$ cat src/rtl/axis_load_sequencer.sv
// Walks a latched channel mask lowest-first, steering the PS stream to one DAC channel at a time.
// The stream gate opens only after the registered one-hot select has settled.
module axis_load_sequencer #(
  parameter int unsigned DATA_W = 256,
  parameter int unsigned NUM_CH = 16,
  parameter int unsigned CNT_W  = 16,
  parameter int unsigned SETTLE = 2
) (
  input  logic              clk_i,
  input  logic              rst_ni,
  input  logic              start_i,
  input  logic              abort_i,
  input  logic [NUM_CH-1:0] channel_mask_i,
  input  logic [CNT_W-1:0]  beats_i,
  input  logic [DATA_W-1:0] s_axis_tdata_i,
  input  logic              s_axis_tvalid_i,
  output logic              s_axis_tready_o,
  output logic [DATA_W-1:0] m_axis_tdata_o,
  output logic              m_axis_tvalid_o,
  input  logic              m_axis_tready_i,
  output logic [NUM_CH-1:0] channel_select_o,
  output logic [3:0]        cur_channel_o,
  output logic              busy_o,
  output logic              done_o,
  output logic              aborted_o
);

  typedef enum logic [1:0] {StIdle, StSelect, StStream, StNext} state_e;

  state_e              state_q, state_d;
  logic [NUM_CH-1:0]   pending_q, pending_d;
  logic [CNT_W-1:0]    beats_q, beats_d;
  logic [CNT_W-1:0]    cnt_q, cnt_d;
  logic [3:0]          settle_q, settle_d;
  logic [NUM_CH-1:0]   sel_q, sel_d;
  logic [3:0]          cur_q, cur_d;
  logic                done_q, done_d;
  logic                aborted_q, aborted_d;
  logic [3:0]          low_idx;
  logic                gate;
  logic                hs;

  always_comb begin
    low_idx = '0;
    for (int i = int'(NUM_CH) - 1; i >= 0; i--) begin
      if (pending_q[i]) low_idx = 4'(i);
    end
  end

  assign gate = (state_q == StStream);
  assign hs   = gate & s_axis_tvalid_i & m_axis_tready_i;

  always_comb begin
    state_d   = state_q;
    pending_d = pending_q;
    beats_d   = beats_q;
    cnt_d     = cnt_q;
    settle_d  = settle_q;
    sel_d     = sel_q;
    cur_d     = cur_q;
    done_d    = 1'b0;
    aborted_d = 1'b0;

    unique case (state_q)
      StIdle: begin
        if (start_i) begin
          pending_d = channel_mask_i;
          beats_d   = beats_i;
          if ((|channel_mask_i) && (|beats_i)) state_d = StSelect;
          else                                 done_d  = 1'b1;
        end
      end
      StSelect: begin
        // Select is reloaded every cycle here; the gate waits SETTLE cycles after it lands.
        sel_d          = '0;
        sel_d[low_idx] = 1'b1;
        cur_d          = low_idx;
        settle_d       = settle_q + 4'd1;
        if (settle_q == 4'(SETTLE)) begin
          settle_d = '0;
          state_d  = StStream;
        end
      end
      StStream: begin
        if (hs) begin
          cnt_d = cnt_q + 1'b1;
          if (cnt_d == beats_q) state_d = StNext;
        end
      end
      StNext: begin
        sel_d     = '0;
        pending_d = pending_q & ~sel_q;
        cnt_d     = '0;
        if (|pending_d) begin
          state_d = StSelect;
        end else begin
          state_d = StIdle;
          done_d  = 1'b1;
        end
      end
      default: state_d = StIdle;
    endcase

    if (abort_i && (state_q != StIdle)) begin
      state_d   = StIdle;
      sel_d     = '0;
      pending_d = '0;
      cnt_d     = '0;
      settle_d  = '0;
      done_d    = 1'b0;
      aborted_d = 1'b1;
    end
  end

  always_ff @(posedge clk_i or negedge rst_ni) begin
    if (!rst_ni) begin
      state_q   <= StIdle;
      pending_q <= '0;
      beats_q   <= '0;
      cnt_q     <= '0;
      settle_q  <= '0;
      sel_q     <= '0;
      cur_q     <= '0;
      done_q    <= 1'b0;
      aborted_q <= 1'b0;
    end else begin
      state_q   <= state_d;
      pending_q <= pending_d;
      beats_q   <= beats_d;
      cnt_q     <= cnt_d;
      settle_q  <= settle_d;
      sel_q     <= sel_d;
      cur_q     <= cur_d;
      done_q    <= done_d;
      aborted_q <= aborted_d;
    end
  end

  assign m_axis_tdata_o   = s_axis_tdata_i;
  assign m_axis_tvalid_o  = gate & s_axis_tvalid_i;
  assign s_axis_tready_o  = gate & m_axis_tready_i;
  assign channel_select_o = sel_q;
  assign cur_channel_o    = cur_q;
  assign busy_o           = (state_q != StIdle);
  assign done_o           = done_q;
  assign aborted_o        = aborted_q;

endmodule

$ cat config.mk
export PLATFORM = sky130hd
export DESIGN_NAME = axis_load_sequencer
export DESIGN_NICKNAME = d
export VERILOG_FILES = /design/src/rtl/axis_load_sequencer.sv
export SDC_FILE = /design/constraint.sdc
export NUM_CORES = 1
export LEC_CHECK = 0
export ABC_AREA = 0
export BUFFER_PORTS_ARGS = -buffer_cell sky130_fd_sc_hd__buf_2
export CELL_PAD_IN_SITES_DETAIL_PLACEMENT = 0
export CELL_PAD_IN_SITES_GLOBAL_PLACEMENT = 1
export CORE_AREA = 2 2 222 224
export DETAILED_ROUTE_END_ITERATION = 7
export DIE_AREA = 0 0 224 226
export PLACE_DENSITY = 0.59
export SLEW_MARGIN = 40
export SYNTH_ARGS = -nofsm -noshare
export SYNTH_HDL_FRONTEND = slang
export SYNTH_SLANG_ARGS = --single-unit
$ cat constraint.sdc
create_clock -name clk_i -period 2.6 [get_ports clk_i]
set_input_delay 0.78 -clock clk_i [delete_from_list [all_inputs] [get_ports clk_i]]
set_output_delay 0.78 -clock clk_i [all_outputs]
set_load 0.05 [all_outputs]
==> flow_metrics.tcl <==
set metrics [dict create \
    status "finished clean" \
    cp-end-kind "output port" \
    dpl.hpwl_mm 16.6 \
    drv_cap 0 \
    async_flop_share_pct 100 \
    post_cts_buffers 0 \
    peakVddDrop_uv 327 \
    ant_nets 0 \
    synth_edf_count 0 \
    multi_input_area_sq_um 2240 \
    dp.cells 1151 \
    criticalPathCategory "register to output port" \
    place_congestion 0.768 \
    route.vias.total 4185 \
    power_density_nw_per_um2 1080 \
    finalSetupTns_ps 0 \
    critPathSlowestCell "dfrtp_1" \
    antenna_found_initial 1 \
    rsz0062_at_grt "false" \
    grt_pass1_wl_mm 29.9 \
    clockBufferDepth 2 \
    max_slew_margin_pct 52.8 \
    synthFlopType "dfrtp_1" \
    wl_mm 20.8 \
    fillers 5478 \
    die_area_sq_um 50600 \
    p_leak_nw 2.39 \
    cts.sinks 76 \
    reg2reg_to "state_q[1]" \
    overflow 0 \
    drt_iter0_markers 172 \
    clkTransAtPathRegs_ps 70 \
    drcViolationCount 0 \
    synth_cell_types 63 \
    regToRegStartpoint "cnt_q[1]" \
    r2r_cells 8 \
    drt_first_pass_iters 4 \
    design_area_sq_um 5840 \
    ff_latch_area_sq_um 1900 \
    finalSetupViolCount 0 \
    worst_pin_slew_ps 707 \
    finalMaxSlewViolations 0 \
    cts_tree "built" \
    drive_gt1_share_pct 25.3 \
    grt_pass1_vias 4394 \
    wire_per_inst_um 17.8 \
    numCtsBuffers 9 \
    grt_max_degree 41 \
    cp.arrival_ps 1690 \
    hold_path.class "primary input to asynchronous set/reset pin" \
    syn-instance-count 717 \
    fin_crit_ps 2470 \
    antennaDiodeCount 0 \
    clk_latency_ps 360 \
    max_freq_ghz 0.405 \
    finalPower_mw 6.33 \
    critPathRequiredTime_ps 1820 \
    io_pins 575 \
    cp_slowest_stage_delay_ps 450 \
    r2r_slack_ps 230 \
    core_sq_um 48300 \
    nets 842 \
    finalCritPeriodShare_pct 95.0 \
    area_growth_pct -6.51 \
    fp.dieW_um 224 \
    grt.total_usage_pct 8.20 \
    crit_top_cell "inv_1" \
    port_buffers 62 \
    cts-root-buf "clkbuf_16" \
    instances_no_fill 1167 \
    setup_slack_ps 131 \
    place_ws_ps 197 \
    die_h_um 226 \
    skew_ps 7.79 \
    rows 81 \
    ys_seq_elements 76 \
    ys_warn_count 0 \
    cts-htree-levels 3 \
    syn-num-nets 1019 \
    avgSynthCellArea_sq_um 8.71 \
    synth_area_sq_um 6250 \
    initial_core_util_pct 12.9 \
    via_per_inst 3.59 \
    critPathMaxFanout 7 \
    cp-start-kind "register" \
    hold_viol 0 \
    yosysSeqAreaShare_pct 30.4 \
    crit_chain "inv_1 > ha_1 > buf_4 > inv_1 > buf_2" \
    placed_area_sq_um 5520 \
]
## worst max-delay path by stage
stage | start | endpoint | slack (ps) | cells past startpoint
2_1_floorplan | abort_i | channel_select_o[6] | 500 | 6
3_3_place_gp | beats_i[1] | state_q[1] | 200 | 9
3_5_place_dp | pending_q[4] | state_q[0] | 200 | 8
4_1_cts | state_q[1] | busy_o | 90 | 5
5_1_grt | state_q[1] | busy_o | 30 | 5
6_report | state_q[1] | busy_o | 130 | 5
## repair_timing
action                     in CTS  in global routing
setup endpoints to repair       0                  2
hold endpoints to repair        0                  0
gates resized for setup         0                  1
hold buffers                    0                  0
## synth_stat cells, drive strengths merged (6+ instances only)
cell      n  area, sq um
a21oi    13         65.1
a22o     20          175
buf     264         1980
clkbuf   12         45.0
dfrtp    76         1900
ha        8          100
inv      22         82.6
mux2     17          191
nand2    42          158
nand3     9         45.0
nand4    11         87.6
nor2     31          116
nor2b    10         62.6
nor3      6         41.3
nor4     15          100
o21ai    68          344
o31ai    13          103
xnor2    12          105
xor2      9         78.8
## registers in the layout, indices dropped and copies added (netlist names)
name              cells
settle_q              4
done_o                1
state_q               2
aborted_o             1
cur_channel_o         4
channel_select_o     16
pending_q            16
cnt_q                16
beats_q              16
## layer usage
metal | wire, um | GRT usage [%] | up-vias
met1 | 7700 | 8.56 | 2013
met3 | 2590 | 4.85 | 82
li1 | - | - | 1834
met2 | 9600 | 12.8 | 256
met4 | 862 | 4.62 | 0
met5 | 0 | 0 | -
## worst max-delay path, delay by kind of cell, from the launching register on
kind | cells | cell delay (ps)
flip-flops | 1 | 450
buffers and inverters | 4 | 660
adder cells (fa/ha/maj) | 1 | 210
## cells in the final DEF, fill, tap and decap left out, types with 8 or more instances in the layout
cell type / n
nor2b_1: 10
o21ai_0: 66
inv_1: 21
buf_2: 61
o31ai_1: 12
ha_1: 8
nor4_1: 13
dfrtp_1: 76
xnor2_1: 12
a22o_1: 20
clkbuf_16: 9
xor2_1: 9
mux2_2: 17
nand3_1: 9
nand4_1: 8
a21oi_1: 13
buf_4: 26
nand2_1: 42
nor2_1: 30
## power breakdown
part	leakage, nW	total, mW	switching (mW)	internal, mW
logic	1.24	2.87	1.78	1.09
clock network	0.156	1.39	0.617	0.774
registers	0.988	2.07	0.489	1.58
total	2.39	6.33	2.88	3.44
## logic make-up (layout without fill, tap and decap cells)
| kind of cell | after synthesis | count (layout) | share of synthesized area [%] |
|---|---|---|---|
| flip-flops | 76 | 76 | 30.4 |
| AND/OR/NAND/NOR | 154 | 154 | 13.4 |
| buffers and inverters | 298 | 126 | 33.8 |
| multiplexers | 19 | 19 | 3.39 |
| adder cells (fa/ha/maj) | 8 | 8 | 1.60 |
| XOR/XNOR | 21 | 21 | 2.94 |
| AO/OA/AOI/OAI | 141 | 141 | 14.4 |
## stage by stage
stage               hold WS [ps]  util [%]
floorplan                    470         -
global placement             485      11.4
detailed placement           506      11.4
CTS                          419      12.1
global route                 423      12.1
finish                       398      12.1
## layout make-up
class | instances | share of cell area, %
clock inverters | 7 | 1.54
inverters | 22 | 1.41
well taps | 622 | 13.3
multi-input cells | 343 | 38.4
flip-flops and latches | 76 | 32.6
clock buffers | 9 | 3.86
repair buffers | 88 | 8.91
Note: power is estimated with default switching activity, not from simulation.
